## config.mk

```make
export PLATFORM = sky130hd
export DESIGN_NAME = pwm_compare_deadtime_flat
export DESIGN_NICKNAME = d
export VERILOG_FILES = /design/src/rtl/pwm_pkg.sv /design/src/rtl/pwm_compare_deadtime_if.sv /design/src/rtl/pwm_deadtime.sv /design/src/rtl/pwm_compare_deadtime.sv /design/src/flat_wrapper.sv
export SDC_FILE = /design/constraint.sdc
export NUM_CORES = 1
export LEC_CHECK = 0
export CAP_MARGIN = 10
export CORE_MARGIN = 3
export CORE_UTILIZATION = 46
export DETAILED_ROUTE_END_ITERATION = 12
export GPL_ROUTABILITY_DRIVEN = 0
export PLACE_DENSITY = 0.69
export SLEW_MARGIN = 20
export SYNTH_ARGS = -nofsm -noshare
export SYNTH_HDL_FRONTEND = slang
export SYNTH_SLANG_ARGS = --single-unit
```

## constraint.sdc

```tcl
create_clock -name clk -period 2.28 [get_ports clk]
set_input_delay 0.456 -clock clk [delete_from_list [all_inputs] [get_ports clk]]
set_output_delay 0.456 -clock clk [all_outputs]
set_load 0.005 [all_outputs]
```

## src/rtl/pwm_pkg.sv

```systemverilog
// pwm_pkg: shared definitions for the PWM compare / dead-time slice.
//   PWM_WIDTH_DEF       default carrier and duty width in bits
//   PWM_DEAD_CYCLES_DEF default dead-time length in clk cycles (1..15)
//   PWM_CNT_W           dead counter width, wide enough for 15
//   pwm_state_t         dead-time FSM state encoding
package pwm_pkg;

   localparam int PWM_WIDTH_DEF       = 6;
   localparam int PWM_DEAD_CYCLES_DEF = 2;
   localparam int PWM_CNT_W           = 4;

   typedef enum logic [2:0] {
      ST_OFF,
      ST_HIGH_ON,
      ST_DEAD_TO_H,
      ST_LOW_ON,
      ST_DEAD_TO_L
   } pwm_state_t;

endpackage

```

## src/rtl/pwm_compare_deadtime_if.sv

```systemverilog
// pwm_compare_deadtime_if: carrier / duty-update bus between the carrier
// generator plus duty source (master) and the PWM compare block (slave).
//   carrier    triangle count, 0..2^WIDTH-1 up/down
//   duty       requested compare level
//   duty_valid one-cycle strobe qualifying duty
//   duty_upd   one-cycle pulse when a pending duty becomes active
interface pwm_compare_deadtime_if
   import pwm_pkg::*;
#(
   parameter int WIDTH = PWM_WIDTH_DEF
);
   logic [WIDTH-1:0] carrier;
   logic [WIDTH-1:0] duty;
   logic             duty_valid;
   logic             duty_upd;

   modport master (output carrier, output duty, output duty_valid, input duty_upd);
   modport slave  (input carrier, input duty, input duty_valid, output duty_upd);
endinterface

```

## src/rtl/pwm_deadtime.sv

```systemverilog
// pwm_deadtime: complementary gate-drive FSM with dead-time insertion.
//   clk, rst_n  clock and asynchronous active-low reset
//   valley      carrier at 0; releases the FSM out of OFF
//   demand      1 = high side wanted, 0 = low side wanted
//   kill        forces both outputs low and returns to OFF on the next edge
//   pwm_h/pwm_l registered gate drives, never high together
module pwm_deadtime
   import pwm_pkg::*;
#(
   parameter int DEAD_CYCLES = PWM_DEAD_CYCLES_DEF
) (
   input  logic clk,
   input  logic rst_n,
   input  logic valley,
   input  logic demand,
   input  logic kill,
   output logic pwm_h,
   output logic pwm_l
);

   localparam logic [PWM_CNT_W-1:0] RELOAD = PWM_CNT_W'(DEAD_CYCLES - 1);

   pwm_state_t           state_reg;
   logic [PWM_CNT_W-1:0] cnt_reg;
   logic                 pwm_h_reg;
   logic                 pwm_l_reg;

   // Outputs are registered together with the state, so a side only drives
   // in the ON state that was entered on this same edge.
   always_ff @(posedge clk or negedge rst_n) begin
      if (!rst_n) begin
         state_reg <= ST_OFF;
         cnt_reg   <= '0;
         pwm_h_reg <= 1'b0;
         pwm_l_reg <= 1'b0;
      end else begin
         pwm_h_reg <= 1'b0;
         pwm_l_reg <= 1'b0;
         if (kill) begin
            state_reg <= ST_OFF;
            cnt_reg   <= '0;
         end else begin
            case (state_reg)
               ST_OFF: begin
                  if (valley) begin
                     state_reg <= demand ? ST_DEAD_TO_H : ST_DEAD_TO_L;
                     cnt_reg   <= RELOAD;
                  end
               end
               ST_HIGH_ON: begin
                  if (!demand) begin
                     state_reg <= ST_DEAD_TO_L;
                     cnt_reg   <= RELOAD;
                  end else begin
                     pwm_h_reg <= 1'b1;
                  end
               end
               ST_LOW_ON: begin
                  if (demand) begin
                     state_reg <= ST_DEAD_TO_H;
                     cnt_reg   <= RELOAD;
                  end else begin
                     pwm_l_reg <= 1'b1;
                  end
               end
               ST_DEAD_TO_H: begin
                  // A reversal restarts the full gap toward the other side.
                  if (!demand) begin
                     state_reg <= ST_DEAD_TO_L;
                     cnt_reg   <= RELOAD;
                  end else if (cnt_reg == '0) begin
                     state_reg <= ST_HIGH_ON;
                     pwm_h_reg <= 1'b1;
                  end else begin
                     cnt_reg <= cnt_reg - PWM_CNT_W'(1);
                  end
               end
               ST_DEAD_TO_L: begin
                  if (demand) begin
                     state_reg <= ST_DEAD_TO_H;
                     cnt_reg   <= RELOAD;
                  end else if (cnt_reg == '0) begin
                     state_reg <= ST_LOW_ON;
                     pwm_l_reg <= 1'b1;
                  end else begin
                     cnt_reg <= cnt_reg - PWM_CNT_W'(1);
                  end
               end
               default: begin
                  state_reg <= ST_OFF;
                  cnt_reg   <= '0;
               end
            endcase
         end
      end
   end

   assign pwm_h = pwm_h_reg;
   assign pwm_l = pwm_l_reg;

endmodule

```

## src/rtl/pwm_compare_deadtime.sv

```systemverilog
// pwm_compare_deadtime: shadowed duty compare against an up/down carrier,
// driving a complementary gate pair through a dead-time FSM.
//   clk, rst_n     clock and asynchronous active-low reset
//   bus (slave)    carrier, duty, duty_valid in; duty_upd out
//   pwm_h, pwm_l   registered high/low side gate drives
// Optional feature, macro PWM_FAULT_EN: adds fault, fault_clr inputs and
// the fault_latched output; a fault kills both gates until cleared, then
// the FSM restarts at the next carrier valley.
module pwm_compare_deadtime
   import pwm_pkg::*;
#(
   parameter int WIDTH       = PWM_WIDTH_DEF,
   parameter int DEAD_CYCLES = PWM_DEAD_CYCLES_DEF
) (
   input  logic                   clk,
   input  logic                   rst_n,
   pwm_compare_deadtime_if.slave  bus,
`ifdef PWM_FAULT_EN
   input  logic                   fault,
   input  logic                   fault_clr,
   output logic                   fault_latched,
`endif
   output logic                   pwm_h,
   output logic                   pwm_l
);

   localparam logic [WIDTH-1:0] ALL_ONES = '1;

   logic [WIDTH-1:0] pending_reg;
   logic [WIDTH-1:0] active_reg;
   logic             outstanding_reg;
   logic             duty_upd_reg;
   logic             valley;
   logic             demand;
   logic             kill;

   assign valley = (bus.carrier == '0);

   // Duty is only applied at a valley so each carrier period sees one
   // consistent compare level. A strobe landing on the valley itself goes
   // straight through to active.
   always_ff @(posedge clk or negedge rst_n) begin
      if (!rst_n) begin
         pending_reg     <= '0;
         active_reg      <= '0;
         outstanding_reg <= 1'b0;
         duty_upd_reg    <= 1'b0;
      end else begin
         duty_upd_reg <= 1'b0;
         if (bus.duty_valid) begin
            pending_reg     <= bus.duty;
            outstanding_reg <= 1'b1;
         end
         if (valley && (outstanding_reg || bus.duty_valid)) begin
            active_reg      <= bus.duty_valid ? bus.duty : pending_reg;
            outstanding_reg <= 1'b0;
            duty_upd_reg    <= 1'b1;
         end
      end
   end

   // All-ones means 100 %: carrier reaches all-ones at the peak, where a
   // plain less-than would otherwise drop the high side for a cycle.
   assign demand = (active_reg == ALL_ONES) || (bus.carrier < active_reg);

`ifdef PWM_FAULT_EN
   logic fault_latched_reg;

   always_ff @(posedge clk or negedge rst_n) begin
      if (!rst_n) begin
         fault_latched_reg <= 1'b0;
      end else if (fault) begin
         fault_latched_reg <= 1'b1;
      end else if (fault_clr) begin
         fault_latched_reg <= 1'b0;
      end
   end

   // The live fault kills on the very next edge; the latch holds the FSM
   // in OFF until software clears it.
   assign kill          = fault | fault_latched_reg;
   assign fault_latched = fault_latched_reg;
`else
   assign kill = 1'b0;
`endif

   pwm_deadtime #(
      .DEAD_CYCLES (DEAD_CYCLES)
   ) u_deadtime (
      .clk    (clk),
      .rst_n  (rst_n),
      .valley (valley),
      .demand (demand),
      .kill   (kill),
      .pwm_h  (pwm_h),
      .pwm_l  (pwm_l)
   );

   assign bus.duty_upd = duty_upd_reg;

endmodule

```

## src/flat_wrapper.sv

```systemverilog
// flat-port wrapper written by rule: the top's interface ports become plain ports
module pwm_compare_deadtime_flat import pwm_pkg::*;
#(
   parameter int WIDTH       = PWM_WIDTH_DEF,
   parameter int DEAD_CYCLES = PWM_DEAD_CYCLES_DEF
)
  (clk, rst_n, pwm_h, pwm_l, bus_carrier, bus_duty, bus_duty_valid, bus_duty_upd);
  pwm_compare_deadtime_if #(.WIDTH(WIDTH)) bus_i ();
  input  logic clk;
  input  logic rst_n;
  output logic pwm_h;
  output logic pwm_l;
  input wire logic [$bits(bus_i.carrier)-1:0] bus_carrier;
  input wire logic [$bits(bus_i.duty)-1:0] bus_duty;
  input wire logic [$bits(bus_i.duty_valid)-1:0] bus_duty_valid;
  output wire logic [$bits(bus_i.duty_upd)-1:0] bus_duty_upd;
  assign bus_i.carrier = bus_carrier;
  assign bus_i.duty = bus_duty;
  assign bus_i.duty_valid = bus_duty_valid;
  assign bus_duty_upd = bus_i.duty_upd;
  pwm_compare_deadtime #(.WIDTH(WIDTH), .DEAD_CYCLES(DEAD_CYCLES)) u_core (.clk(clk), .rst_n(rst_n), .bus(bus_i), .pwm_h(pwm_h), .pwm_l(pwm_l));
endmodule
```

==> impl_metrics.prom <==
# TYPE chip_impl_metric gauge
chip_impl_info{name="cts_root_cell",value="clkbuf_4"} 1
chip_impl_metric{name="final_cell_count_no_fill",unit=""} 168
chip_impl_metric{name="ant_nets",unit=""} 0
chip_impl_metric{name="design.core.area",unit="sq um"} 2570
chip_impl_info{name="clock_tree_from_tritoncts",value="done"} 1
chip_impl_info{name="timing.critical_path.from_type",value="input port"} 1
chip_impl_metric{name="place_worst_setup_slack",unit="ns"} -0.252
chip_impl_metric{name="postSynthCellCount",unit=""} 117
chip_impl_metric{name="dp_hpwl",unit="um"} 1820
chip_impl_metric{name="first_global_vias",unit=""} 979
chip_impl_metric{name="via_per_inst",unit=""} 5.44
chip_impl_metric{name="grt_start_max_net_pins",unit=""} 24
chip_impl_metric{name="number_of_antenna_violations_at_the_first_check_in_global_routing",unit=""} 0
chip_impl_info{name="grt_setup_unrepaired",value="false"} 1
chip_impl_metric{name="detailedRoute.firstIterationViolations",unit=""} 8
chip_impl_metric{name="grt_util_all_layers",unit=""} 0.157
chip_impl_metric{name="worstPathBufferInverterCount",unit=""} 2
chip_impl_metric{name="synth_top_area_frac",unit=""} 0.449
chip_impl_metric{name="layout-drive-gt1-share",unit=""} 0.239
chip_impl_info{name="status",value="complete, no violations"} 1
chip_impl_metric{name="clock_sinks",unit=""} 23
chip_impl_metric{name="drc",unit=""} 0
chip_impl_metric{name="flop_and_latch_count_out_of_synthesis",unit=""} 23
chip_impl_metric{name="drt_pre_antenna_iters",unit=""} 4
chip_impl_info{name="crit_path_top_delay_cell",value="clkdlybuf4s50_1"} 1
chip_impl_metric{name="yosysSeqAreaShare",unit=""} 0.449
chip_impl_metric{name="clockBufferDepth",unit=""} 2
chip_impl_info{name="worst_hold_path_type",value="input port to async pin"} 1
chip_impl_metric{name="crit_path_max_incr_delay",unit="ns"} 0.43
chip_impl_metric{name="setup-violations-final",unit=""} 0
chip_impl_metric{name="row_count",unit=""} 18
chip_impl_metric{name="final.period_utilization",unit=""} 0.946
chip_impl_metric{name="worst_endpoint_required_time",unit="ns"} 2.46
chip_impl_metric{name="skew",unit="ns"} 0.00283
chip_impl_info{name="synth_area_leaders",value="dfrtp_1 45%, mux2_2 11%, ha_1 5.9%, inv_1 2.9%, a211o_1 2.7%"} 1
chip_impl_info{name="family_with_the_most_delay_on_the_worst_path",value="buffers and inverters"} 1
chip_impl_metric{name="num_antenna_cells",unit=""} 0
chip_impl_metric{name="h_tree_depth",unit=""} 1
chip_impl_metric{name="cts_hold_repair_buffers",unit=""} 0
chip_impl_metric{name="io_pins",unit=""} 18
chip_impl_metric{name="path_clk_slew",unit="ns"} 0.11
chip_impl_metric{name="syn_nets",unit=""} 138
chip_impl_metric{name="globalRouteOverflowTotal",unit=""} 0
chip_impl_metric{name="dr_total_vias",unit=""} 914
chip_impl_metric{name="nFillCells",unit=""} 234
chip_impl_metric{name="final.setup.tns",unit="ns"} 0
chip_impl_metric{name="critical_path.max_fanout",unit=""} 7
chip_impl_metric{name="timing.max_slew.rel_slack",unit=""} 0.701
chip_impl_metric{name="grt_pass1_wl",unit="um"} 4170
chip_impl_metric{name="place.port_buffers",unit=""} 17
chip_impl_metric{name="timing.final.crit_period",unit="ns"} 2.16
chip_impl_metric{name="fp.dieH",unit="um"} 58.8
chip_impl_metric{name="cp.arrival",unit="ns"} 2.34
chip_impl_metric{name="dp_cells",unit=""} 164
chip_impl_metric{name="post-layout-total-power",unit="mW"} 1.29
chip_impl_metric{name="initial_utilization",unit=""} 0.500
chip_impl_metric{name="fmaxAchievable",unit="GHz"} 0.464
chip_impl_metric{name="wire_per_inst",unit="um"} 14.5
chip_impl_metric{name="cts_inserted_buffers",unit=""} 3
chip_impl_info{name="worstPathCellList",value="clkdlybuf4s50_1 > ha_1 > a21oi_1 > o21ai_1 > o32ai_4 > buf_4 > mux2i_2 > a211o_1 > o21ai_0"} 1
chip_impl_metric{name="syn-mean-instance-area",unit="sq um"} 11.0
chip_impl_metric{name="clock_latency",unit="ns"} 0.30
chip_impl_metric{name="slew_violations",unit=""} 0
chip_impl_metric{name="floorplan.die.width",unit="um"} 58.8
chip_impl_metric{name="synth-warning-count",unit=""} 0
chip_impl_metric{name="vdd_ir_drop_max",unit="uV"} 630
chip_impl_metric{name="post_synth_instance_area",unit="sq um"} 1280
chip_impl_metric{name="power_leakage",unit="nW"} 0.660
chip_impl_metric{name="hold_viol_final",unit=""} 0
chip_impl_metric{name="worst_pin_slew",unit="ns"} 0.448
chip_impl_metric{name="synth_cell_type_count",unit=""} 34
chip_impl_metric{name="max_cap_violations",unit=""} 0
chip_impl_info{name="worst_setup_path_end_kind",value="flip-flop"} 1
chip_impl_metric{name="pwr_density_cell",unit="nW/um^2"} 839
chip_impl_metric{name="final_net_count",unit=""} 160
chip_impl_metric{name="drt-total-wl",unit="um"} 2440
chip_impl_info{name="post-synth-top-area-cell",value="dfrtp_1"} 1
chip_impl_metric{name="relative_area_change_from_synthesis_to_final_layout",unit="%"} 19.4
chip_impl_metric{name="dieArea",unit="sq um"} 3460
chip_impl_metric{name="setup_slack",unit="ns"} 0.123
chip_impl_info{name="classification_of_the_worst_setup_path",value="input port to flip-flop"} 1
-- cell usage after synthesis (all sizes together) --
library cell and number:
and3 1, o32ai 1, inv 10, nand4 1
and3b 1, xnor2 1, mux2i 3, a211o 4
nor2 6, nand2b 3, o21ai 7, ha 6
nand2 5, nand3b 1, o221a 1, buf 2
or3 1, nor3 2, a21o 1, o211ai 1
a21oi 7, o32a 2, clkbuf 4, mux2 13
nand3 6, nor2b 3, or4 1, dfrtp 23
-- path summary, 6_finish.rpt --
path / end / depth (start not counted) / from / slack [ns]
worst max-delay path: u_core.u_deadtime.cnt_reg[1] / 9 / bus_carrier[3] / 0.12
worst min-delay path: u_core.pending_reg[3] / 2 / rst_n / 0.50
worst max register to register: u_core.u_deadtime.cnt_reg[1] / 9 / u_core.active_reg[3] / 0.31
worst min register to register: u_core.pending_reg[4] / 1 / u_core.pending_reg[4] / 0.51
max in group asynchronous: u_core.pending_reg[4] / 2 / rst_n / 1.55
min in group clk: u_core.pending_reg[4] / 1 / u_core.pending_reg[4] / 0.51
-- cells in the final DEF (no fill, tap or decap), types with 2 or more instances in the layout --
master,count
dfrtp_1,23
clkdlybuf4s50_1,17
mux2_2,13
inv_1,10
nand3_1,6
nor2_1,6
ha_1,6
buf_4,6
nand2_1,5
a21oi_1,5
o21ai_0,5
a211o_1,4
nand2b_1,3
nor2b_1,3
clkbuf_4,3
a21oi_2,2
mux2i_1,2
-- final cells by class --
class / count / area [sq um] / share of cell area
inverters: 10 / 37.5 / 0.0245
repair buffers: 23 / 215 / 0.141
multi-input cells: 78 / 639 / 0.417
well taps: 30 / 37.5 / 0.0245
clock buffers: 4 / 26.3 / 0.0172
flip-flops and latches: 23 / 576 / 0.376
-- timing repair --
item                       4_1_cts  5_1_grt
setup endpoints to repair        0        6
buffers inserted                 0        0
gates resized for setup          0        2
-- worst reg2reg max path, stage by stage (launching register included) --
cell	delay [ns]
dfrtp_1	0.39
inv_1	0.06
ha_1	0.28
a21oi_1	0.19
o21ai_1	0.12
o32ai_4	0.13
buf_4	0.21
mux2i_2	0.28
a211o_1	0.12
o21ai_0	0.08
-- metrics by stage --
step	hold slack, ns	area (sq um)	utilization
detailed placement	0.485	1500	0.585
CTS	0.503	1530	0.595
finish	0.500	1530	0.596
global route	0.504	1530	0.596
global placement	0.480	1500	0.585
floorplan	0.160	1280	-
-- cells by family (layout without fill, tap and decap cells) --
logic type,after synthesis,in the layout,synth area share
AND/OR/NAND/NOR,31,31,0.142
AO/OA/AOI/OAI,24,24,0.150
flip-flops,23,23,0.449
multiplexers,16,16,0.138
buffers and inverters,16,37,0.0556
adder cells (fa/ha/maj),6,6,0.0585
XOR/XNOR,1,1,0.00683
-- report_power, final --
group,switching [mW],total [mW],internal [mW]
Sequential,0.0880,0.572,0.484
Clock,0.110,0.178,0.0681
Combinational,0.260,0.536,0.276
-- layer usage --
metal,part of all wire,up-vias,GRT usage
li1,-,457,-
met1,0.45,443,0.187
met2,0.49,12,0.281
met3,0.046,2,0.0241
met4,0.0074,0,0.0647
met5,0,-,0
No activity file was read; power rests on OpenSTA's default activity.
